<file path="src/rtl/gemm_cmd_scheduler.sv">
`default_nettype none
// ============================================================================
//  Module   : gemm_cmd_scheduler
//  Purpose  : Accepts custom-0 GEMM instructions from the RISC-V core,
//             queues them in a small FIFO and issues them one at a time
//             to the GEMM accelerator. Also provides a FENCE barrier, a
//             completed-command counter and a sticky error flag.
//  Options  : GEMM_TIMEOUT_EN - when defined, a watchdog aborts a command
//             that waits more than TIMEOUT cycles for acc_done.
//  Revision : 1.0 - initial release
// ============================================================================
module gemm_cmd_scheduler #(
  parameter int         DEPTH   = 4,
  parameter logic [6:0] OPCODE  = 7'b0001011,
  parameter int         TIMEOUT = 1024
) (
  input  logic        clk,
  input  logic        rst,               // asynchronous, active-low
  input  logic        gemm_valid,
  input  logic [31:0] gemm_instruction,
  input  logic [31:0] gemm_rdata1,
  input  logic [31:0] gemm_rdata2,
  output logic        gemm_done,
  output logic        acc_start,
  output logic [2:0]  acc_op,
  output logic [31:0] acc_src,
  output logic [31:0] acc_dst,
  input  logic        acc_done,
  output logic        busy,
  output logic [31:0] cmd_count,
  output logic        err
);

  // --------------------------------------------------------------------------
  // Constants
  // --------------------------------------------------------------------------
  localparam int              c_AW       = $clog2(DEPTH);
  localparam int              c_ENTRY_W  = 3 + 32 + 32;
  localparam logic [c_AW:0]   c_PTR_ONE  = {{c_AW{1'b0}}, 1'b1};
  localparam logic [2:0]      c_F3_FENCE = 3'b111;

  // --------------------------------------------------------------------------
  // Issue FSM state encoding
  // --------------------------------------------------------------------------
  typedef enum logic [1:0] {
    S_IDLE  = 2'd0,
    S_ISSUE = 2'd1,
    S_WAIT  = 2'd2
  } state_t;

  state_t r_state;
  state_t w_state_nxt;

  // --------------------------------------------------------------------------
  // Declarations
  // --------------------------------------------------------------------------
  logic [c_ENTRY_W-1:0] r_mem [DEPTH];
  logic [c_AW:0]        r_wr_ptr;
  logic [c_AW:0]        r_rd_ptr;
  logic                 w_full;
  logic                 w_empty;
  logic [c_ENTRY_W-1:0] w_head;

  logic [2:0]           w_funct3;
  logic                 w_opc_ok;
  logic                 w_legal;
  logic                 w_fence;
  logic                 w_illegal;
  logic                 w_req;
  logic                 w_push;
  logic                 w_fence_ok;
  logic                 w_ack;

  logic                 w_pop;
  logic                 w_start;
  logic                 w_complete;
  logic                 w_timeout;

  logic                 r_done;
  logic                 r_err;
  logic [31:0]          r_cmd_count;
  logic [2:0]           r_acc_op;
  logic [31:0]          r_acc_src;
  logic [31:0]          r_acc_dst;

  logic                 w_unused_instr;

  // --------------------------------------------------------------------------
  // Instruction decode
  // --------------------------------------------------------------------------
  assign w_funct3  = gemm_instruction[14:12];
  assign w_opc_ok  = (gemm_instruction[6:0] == OPCODE);
  assign w_legal   = w_opc_ok && (w_funct3[2] == 1'b0);
  assign w_fence   = w_opc_ok && (w_funct3 == c_F3_FENCE);
  assign w_illegal = !w_legal && !w_fence;

  // Only opcode and funct3 carry meaning for this block.
  assign w_unused_instr = ^{gemm_instruction[31:15], gemm_instruction[11:7]};

  // --------------------------------------------------------------------------
  // Core handshake
  // --------------------------------------------------------------------------
  // A request is ignored during the acknowledge cycle, because the core is
  // still holding the operands of the instruction just accepted.
  assign w_req      = gemm_valid && !r_done;
  assign w_push     = w_req && w_legal && !w_full;
  assign w_fence_ok = w_req && w_fence && w_empty && (r_state == S_IDLE);
  assign w_ack      = w_push || (w_req && w_illegal) || w_fence_ok;

  // Acknowledge pulse and sticky error flag.
  always_ff @(posedge clk or negedge rst) begin
    if (!rst) begin
      r_done <= 1'b0;
      r_err  <= 1'b0;
    end else begin
      r_done <= w_ack;
      if ((w_req && w_illegal) || w_timeout) begin
        r_err <= 1'b1;
      end
    end
  end

  // --------------------------------------------------------------------------
  // Command FIFO (extra pointer bit distinguishes full from empty)
  // --------------------------------------------------------------------------
  assign w_empty = (r_wr_ptr == r_rd_ptr);
  assign w_full  = (r_wr_ptr[c_AW] != r_rd_ptr[c_AW]) &&
                   (r_wr_ptr[c_AW-1:0] == r_rd_ptr[c_AW-1:0]);
  assign w_head  = r_mem[r_rd_ptr[c_AW-1:0]];

  // Pointer update; push and pop may happen together.
  always_ff @(posedge clk or negedge rst) begin
    if (!rst) begin
      r_wr_ptr <= '0;
      r_rd_ptr <= '0;
    end else begin
      if (w_push) begin
        r_wr_ptr <= r_wr_ptr + c_PTR_ONE;
      end
      if (w_pop) begin
        r_rd_ptr <= r_rd_ptr + c_PTR_ONE;
      end
    end
  end

  // Storage array; contents are don't-care while the pointers say empty.
  always_ff @(posedge clk) begin
    if (w_push) begin
      r_mem[r_wr_ptr[c_AW-1:0]] <= {w_funct3, gemm_rdata1, gemm_rdata2};
    end
  end

  // --------------------------------------------------------------------------
  // Issue FSM
  // --------------------------------------------------------------------------
  // State register.
  always_ff @(posedge clk or negedge rst) begin
    if (!rst) begin
      r_state <= S_IDLE;
    end else begin
      r_state <= w_state_nxt;
    end
  end

`ifdef GEMM_TIMEOUT_EN
  localparam logic [31:0] c_TO_LAST = 32'(TIMEOUT - 1);
  logic [31:0] r_wdog;

  // Watchdog: cleared while entering WAIT, counts every WAIT cycle.
  always_ff @(posedge clk or negedge rst) begin
    if (!rst) begin
      r_wdog <= '0;
    end else if (r_state == S_ISSUE) begin
      r_wdog <= '0;
    end else if (r_state == S_WAIT) begin
      r_wdog <= r_wdog + 32'd1;
    end
  end
`else
  logic w_unused_timeout;
  assign w_unused_timeout = |TIMEOUT;
`endif

  // Next-state and control decode; acc_done only matters in WAIT.
  always_comb begin
    w_state_nxt = r_state;
    w_pop       = 1'b0;
    w_start     = 1'b0;
    w_complete  = 1'b0;
    w_timeout   = 1'b0;
    case (r_state)
      S_IDLE: begin
        if (!w_empty) begin
          w_pop       = 1'b1;
          w_state_nxt = S_ISSUE;
        end
      end
      S_ISSUE: begin
        w_start     = 1'b1;
        w_state_nxt = S_WAIT;
      end
      S_WAIT: begin
        if (acc_done) begin
          w_complete  = 1'b1;
          w_state_nxt = S_IDLE;
        end
`ifdef GEMM_TIMEOUT_EN
        else if (r_wdog == c_TO_LAST) begin
          w_timeout   = 1'b1;
          w_state_nxt = S_IDLE;
        end
`endif
      end
      default: begin
        w_state_nxt = S_IDLE;
      end
    endcase
  end

  // Issued command fields, held stable until the next pop.
  always_ff @(posedge clk or negedge rst) begin
    if (!rst) begin
      r_acc_op  <= '0;
      r_acc_src <= '0;
      r_acc_dst <= '0;
    end else if (w_pop) begin
      r_acc_op  <= w_head[c_ENTRY_W-1 -: 3];
      r_acc_src <= w_head[63:32];
      r_acc_dst <= w_head[31:0];
    end
  end

  // Completed-command counter; wraps naturally at 2^32.
  always_ff @(posedge clk or negedge rst) begin
    if (!rst) begin
      r_cmd_count <= '0;
    end else if (w_complete) begin
      r_cmd_count <= r_cmd_count + 32'd1;
    end
  end

  // --------------------------------------------------------------------------
  // Outputs
  // --------------------------------------------------------------------------
  assign gemm_done = r_done;
  assign acc_start = w_start;
  assign acc_op    = r_acc_op;
  assign acc_src   = r_acc_src;
  assign acc_dst   = r_acc_dst;
  assign busy      = !w_empty || (r_state != S_IDLE);
  assign cmd_count = r_cmd_count;
  assign err       = r_err;

endmodule
`default_nettype wire
</file>
<file path="config.mk">
export PLATFORM = sky130hd
export DESIGN_NAME = gemm_cmd_scheduler
export DESIGN_NICKNAME = d
export VERILOG_FILES = /design/src/rtl/gemm_cmd_scheduler.sv
export SDC_FILE = /design/constraint.sdc
export NUM_CORES = 1
export LEC_CHECK = 0
export CORE_MARGIN = 8
export CORE_UTILIZATION = 45
export DETAILED_ROUTE_END_ITERATION = 7
export PLACE_DENSITY = 0.75
export SYNTH_ARGS = -nofsm -noshare
export SYNTH_HDL_FRONTEND = slang
export SYNTH_SLANG_ARGS = --single-unit
</file>
<file path="constraint.sdc">
create_clock -name clk -period 4.21 [get_ports clk]
set_input_delay 0.6315 -clock clk [delete_from_list [all_inputs] [get_ports clk]]
set_output_delay 0.6315 -clock clk [all_outputs]
set_load 0.01 [all_outputs]
</file>
==> results summary, run 1 <==
The run finished with clean final reports. Each instance of the synthesized netlist takes up on average 21.16 um2. Global routing used 14.90% of the available tracks across all layers. The clock buffer count from CTS is 39. The setup slack after placement came out at 0.8617 ns. The share of total power dissipated in sequential elements is 42.1%. The cell-internal power came out at 8.400 mW. The transition time of the tightest slew-check pin came out at 0.7415 ns. Yosys mapped a number of flops with a built-in enable equal to 268. The wire length of the first global-routing pass came out at 44.28 mm. The dominant synthesized flop cell is sky130_fd_sc_hd__edfxtp_1. The number of port buffers came out at 180. The sum of net half-perimeters after detailed placement is 17.47 mm. TritonCTS built the clock tree.

The sequential fraction of the synthesis area is 76.01%. The power per unit of standard cell area is 635.1 nW/um2. The worst setup margin came out at 1.173 ns.

The first-iteration detailed-routing DRC count came out at 401. The count of nets left with antenna violations once routing finished came out at 0. The reg-to-reg startpoint is r_rd_ptr[0]. The final wirelength came out at 27.65 mm. The worst setup path is captured at a primary output. Summed over all instances, the cell type with the most area after synthesis is sky130_fd_sc_hd__edfxtp_1. The number of nets in the synthesized netlist came out at 776.

Summed over all nets, the switching power comes to 2.939 mW. The share of the synthesized area in the top cell type is 56.77%. Summed over all cells, the static leakage comes to 6.273 nW. The number of buffers added to fix hold violations after cts is 0. The clock network power share is 32.0%. The clock-pin transition on the worst setup and hold timing paths came out at 0.06 ns.

In this run the clock root is driven by a sky130_fd_sc_hd__clkbuf_16. Once the clock tree was built, the setup fixing pass inserted 0 buffers. The final weighted congestion of routability-driven global placement came out at 0.8566.

The core area is 31310 um2. STA classifies the critical path startpoint as a flip-flop. The number of global-route vias before repair came to 7696. Entering global routing, the biggest net connects 68 pins.

After the last flow step, the layout net total stands at 984. The accumulated negative setup slack came out at 0 ns. The count of cell types in the netlist came out at 34.

The starting utilization of the core area is 45.27%. The critical path is of the reg -> out type. The highest clock rate is 329.3 MHz. The clock drives 377 sinks. The number of max-slew violations in the final report came out at 0. In this run the worst path has a maximum fanout of 25. The min-delay analysis places its worst path in the category in -> async.

The headroom to the max-slew limit is 50.56%. After the flow finishes, the layout carries non-filler instances totaling 1311. The placement row count came out at 65.

The number of max-cap violations came out at 0. The number of design rule violations left after detail routing came out at 0. The switching power as a share of total power came out at 25.92%. The setup clock skew after layout is 0.01825 ns. The synthesis-stage register bit count is 377. The delay of the slowest cell on the worst path came out at 0.69 ns.

In this run the count of I/O pins placed on the die edge is 203. The data arrival time at the worst-slack endpoint is 2.41 ns. After technology mapping, the gate count stands at 670. The peak supply drop came out at 476.7 uV. The number of warnings reported in the yosys synthesis log is 0. The chip width came out at 193.5 um. The critical path starts at r_rd_ptr[0]. The number of buffers on the longest clock path came out at 3. The required time of the critical path came out at 3.58 ns. The number of cells after detailed placement is 1239.

Setup violations remaining at the end of the flow were counted as 0. The final antenna diode count came out at 0. The wire length per cell after detailed routing came out at 21.09 um. The share of synthesized registers carrying an async set or reset is 28.91%. The detailed-routing iteration count for the pre-antenna-repair pass came out at 4. The overall die area is 37440 um2. The largest individual stage delay along the critical path comes from the cell sky130_fd_sc_hd__dfrtp_4. The floorplan step set the die height to 193.5 um. The post-synthesis instance area came out at 14180 um2. Summing over every cut layer, the via total after detailed routing is 6970. The worst path uses 72.13% of the clock period. The number of H-tree levels came out at 2. The global route total overflow is 0. The share of power burned in combinational logic is 25.9%.

The share of final-layout standard cells stronger than drive strength 1 is 20.68%. The vias per cell is 5.317. The synthesis-to-finish area growth came out at 25.95%.

The buffering stage count on the worst path with inverters included is 1. Setup repair after global routing left no endpoint under its margin. The count of endpoints failing hold in the final timing report was 0.

The worst path needs 3.037 ns of the cycle, external delays included. The critical path goes through xnor2_1 -> nand4_1 -> clkdlybuf4s50_1. Post-CTS repair changed the size of 0 cells.

The kind of cell with the highest combined delay along the critical path is flip-flops. The initial antenna violation count came out at 0. After synthesis, the cell types taking the most area are sky130_fd_sc_hd__edfxtp_1 57%, sky130_fd_sc_hd__dfrtp_1 19%, sky130_fd_sc_hd__mux4_2 11%. The clock reaches the later pin of the worst-skew pair after 0.52 ns.
-- power by group through the flow --
stage | Clock, mW | Sequential, mW | Combinational [mW]
floorplan | 0 | 4.83 | 1.78
global placement | 0 | 4.86 | 2.94
detailed placement | 0 | 4.87 | 3.00
CTS | 3.71 | 4.80 | 3.01
global route | 3.85 | 4.85 | 3.18
finish | 3.63 | 4.78 | 2.93
-- synth_stat cells, types with 10 or more instances --
master,number
sky130_fd_sc_hd__mux2_1,38
sky130_fd_sc_hd__xnor2_1,29
sky130_fd_sc_hd__and3_1,10
sky130_fd_sc_hd__nand2_1,12
sky130_fd_sc_hd__mux4_2,67
sky130_fd_sc_hd__dfrtp_1,109
sky130_fd_sc_hd__nand4_1,10
sky130_fd_sc_hd__edfxtp_1,268
sky130_fd_sc_hd__nand3_1,13
sky130_fd_sc_hd__mux2_2,32
-- stage by stage --
step                util, %  hold WS (ns)  total power [mW]  area, um2
floorplan                 -        0.3359             6.614      14180
global placement      52.62        0.4561             7.794      16470
detailed placement    52.62        0.4655             7.861      16470
CTS                   57.02        0.1386             11.52      17850
global route          57.02        0.1527             11.88      17850
finish                57.02        0.1346             11.34      17850
-- logic make-up after synthesis --
| kind of cell | Yosys count | synth area share [%] |
|---|---|---|
| DFF | 377 | 76.01 |
| muxes | 137 | 16.20 |
| and+or+nand+nor | 77 | 3.239 |
| xor gates and xnor gates | 38 | 2.348 |
| buffers and inverters | 31 | 1.350 |
| adders and majority gates | 6 | 0.5296 |
| AOI/OAI and AO/OA | 4 | 0.3178 |
-- flip-flops by register name (all words and copies together) (netlist names) --
| name | cells |
|---|---|
| acc_dst | 32 |
| acc_op | 3 |
| r_state | 2 |
| acc_src | 32 |
| err | 1 |
| cmd_count | 32 |
| r_mem | 268 |
| r_wr_ptr | 3 |
| r_rd_ptr | 3 |
| gemm_done | 1 |
-- per-layer routing --
| layer | GRT usage [%] | routed length (um) |
|---|---|---|
| met1 | 19.65 | 11980 |
| met3 | 4.009 | 1767 |
| met4 | 3.962 | 472 |
| met2 | 24.29 | 13430 |
| met5 | 0 | 0 |
-- cell usage in the layout, fill, tap and decap left out, types with 7 or more instances in the layout --
master,instances
sky130_fd_sc_hd__clkdlybuf4s50_1,179
sky130_fd_sc_hd__dfrtp_1,107
sky130_fd_sc_hd__mux2_2,32
sky130_fd_sc_hd__bufinv_16,7
sky130_fd_sc_hd__mux2_1,38
sky130_fd_sc_hd__nand3_1,13
sky130_fd_sc_hd__clkbuf_1,8
sky130_fd_sc_hd__mux4_2,67
sky130_fd_sc_hd__nand4_1,10
sky130_fd_sc_hd__nand2_1,12
sky130_fd_sc_hd__xnor2_1,29
sky130_fd_sc_hd__xor2_1,9
sky130_fd_sc_hd__and3_1,10
sky130_fd_sc_hd__clkbuf_16,40
sky130_fd_sc_hd__buf_4,11
sky130_fd_sc_hd__edfxtp_1,268
-- path summary, 6_finish.rpt --
check / end / slack, ns / depth (start not counted)
max: busy / 1.17 / 3
min: acc_src[31] / 0.13 / 1
max reg2reg: acc_src[22] / 1.64 / 4
min reg2reg: cmd_count[31] / 0.47 / 1
max in group asynchronous: acc_src[30] / 3.12 / 2
min in group clk: cmd_count[31] / 0.47 / 1
-- final cells by class --
cell class / count / area (um2)
Sequential cell: 377 / 10780
Timing Repair Buffer: 194 / 1954
Fill cell: 2316 / 13460
Inverter: 4 / 15.01
Clock buffer: 52 / 1086
Multi-Input combinational cell: 262 / 3219
Tap cell: 402 / 503.0
Clock inverter: 20 / 294.0
Power figures use the tool's default switching activity.
==> run 2: changes to the inputs <==
- clock period: 4.21 -> 3.1 ns (I/O delays scaled with it)
==> results summary, run 2 (synthesis results as in run 1) <==
The run finished with clean final reports. The largest net degree at the start of global routing came out at 70. The total length of routed met3 wires came out at 1.419 mm. The path class of the tightest hold or removal check is reg -> reg. The cell leakage power came out at 6.315 nW. The setup slack after placement is 0.2418 ns. The time the worst path needs with I/O delays and setup came out at 2.873 ns.

The worst setup margin is 0.2268 ns. The overall die area is 37440 um2. The number of cells after detailed placement is 1246. The number of design rule violations left after detail routing came out at 0.

STA puts the critical path data required time at 2.63 ns. The share of final-layout standard cells stronger than drive strength 1 is 21.37%. The highest metal layer carrying signal wires in the routed design is met5.

The accumulated negative setup slack is 0 ns. Walking the worst path, the cells encountered are xnor2_1 -> nand4_1 -> clkdlybuf4s50_1. The power per unit of standard cell area is 844.6 nW/um2.

The count of filler cells inserted in the layout came out at 2298. The critical path is of the reg -> out type. The transition time of the tightest slew-check pin came out at 0.6972 ns. The clock-pin transition on the worst setup and hold timing paths is 0.06 ns. The I/O pin total is 203. The data arrival time at the worst-slack endpoint came out at 2.41 ns. The count of final setup violators came out at 0.

The count of endpoints failing hold in the final timing report is 0. Counting both buffers and inverters, the worst setup path holds a total of 1. The vias per cell is 5.238. The remaining antenna violation count came out at 0. The routed length on met2 came out at 13.61 mm.

Relative to the synthesized area, the layout overhead comes to 26.72%. For this design, the slowest cell found on the critical path is sky130_fd_sc_hd__dfrtp_4. The detailed router placed 6914 vias in this run. Buffers inserted to repair hold after CTS numbered 1. The final instance count without filler cells came out at 1320.

Once the clock tree was built, the setup fixing pass inserted 0 buffers. The highest clock rate is 348.0 MHz. The first TritonRoute pass finished after 4 iterations.

The wire length of the first global-routing pass is 43.54 mm. In the layout the commonest cells are 268 x sky130_fd_sc_hd__edfxtp_1, 179 x sky130_fd_sc_hd__clkdlybuf4s50_1, 107 x sky130_fd_sc_hd__dfrtp_1. The portion of the clock cycle consumed by the worst path in the final layout is 92.68%. The number of global-route vias before repair came to 7613. Summed over all layers, the routed wires come to 27.51 mm.

The later pin in the worst-skew pair is clocked with a latency of 0.52 ns. The placement row count is 65. Leaving out fill and tap cells, the most frequent cell in the layout is sky130_fd_sc_hd__edfxtp_1. The peak supply drop came out at 523.9 uV. The critical path crosses 3 cells after its start point. The number of port buffers came out at 180. The clock buffer count from CTS came out at 39. The setup clock skew after layout is 0.02411 ns.

The first-iteration detailed-routing DRC count is 332. Global routing used 14.63% of the available tracks. The final instance area came out at 17960 um2. The starting utilization of the core area came out at 45.27%. Setup repair after global routing left no endpoint under its margin. TritonCTS built the clock tree. The count of cells resized by post-cts repair came out at 0. The y dimension of the die is 193.5 um. Once placement finished, the instance area stood at 16630 um2. Clock tree synthesis selected as its root buffer the cell sky130_fd_sc_hd__clkbuf_16. The core area came out at 31310 um2. The initial antenna violation count is 2. After legalization and detailed placement, the total HPWL measured 17.45 mm.

The chip width came out at 193.5 um. After detailed routing, the average wire length per cell comes to 20.84 um. The number of buffers on the longest clock path is 3. Of all nets on the critical path, the largest fanout is 27.

The critical path capture point type is a primary output. The number of max-cap violations came out at 0. The congestion estimate from routability-driven global placement came to 0.7863.

In this design, the stage delay of the slowest critical-path cell is 0.66 ns. The number of max-slew violations in the final report is 0. Among cell families on the critical path, the largest total delay comes from flip-flops.

In this run the number of H-tree levels came out at 2. The detailed-route wire length on metal 1 came out at 11.99 mm. The sink count of the clock tree came out at 377. The launching element type of the critical path is a flip-flop. The flip-flop count of the largest register after layout came out at 268. The net count of the finished layout is 992. The depth of the worst register-to-register path came out at 5. For this run the aggregate overflow at the end of global routing stands at 0.

The cell count of the worst hold path came out at 1. Headroom to the max-slew limit came out at 53.13%.
[run 2: changes by cell type in the layout (fill, tap and decap cells not counted), sizes merged]
cell and delta:
diode +1, clkbuf +2, clkinvlp +1, bufinv -3
dlygate4sd3 +1, inv -1, buf +7, clkinv +1
[run 2: power breakdown]
part           total [mW]  internal, mW  switching (mW)  leakage (nW)
logic                4.08          2.41            1.67          1.92
clock network        4.70          2.86            1.84         0.653
registers            6.39          5.97           0.418          3.74
total                15.2          11.2            3.93          6.32
[run 2: worst paths after layout]
path,from,end,slack [ns]
worst max-delay path,r_rd_ptr[1],busy,0.23
worst min-delay path,cmd_count[31],cmd_count[31],0.47
worst max register to register,r_rd_ptr[1],r_mem[0][57],0.81
worst min register to register,cmd_count[31],cmd_count[31],0.47
max in group asynchronous,rst,gemm_done,1.91
min in group asynchronous,rst,acc_src[20],0.50
[run 2: layer usage]
layer,vias up,global-route usage [%]
li1,3093,-
met1,3608,18.65
met4,4,3.620
met5,-,0
met3,46,3.610
met2,163,24.93
[run 2: area by class of cell]
cell class	instances	area, um2	area share [%]
antenna	1	2.502	0.01393
clock buffer	54	1114	6.199
clock inverter	18	210.2	1.170
tap	402	503.0	2.800
inverter	4	15.01	0.08358
timing repair buffer	202	2117	11.79
sequential	377	10780	60.03
multi-input combinational	262	3219	17.92
[run 2: metrics by stage]
stage               power (mW)  utilization, %  hold slack (ns)
floorplan                8.982               -           0.1694
global placement         10.61           53.10           0.4595
detailed placement       10.69           53.10           0.4622
CTS                      15.43           57.36           0.4741
global route             15.85           57.36           0.4961
finish                   15.17           57.37           0.4704
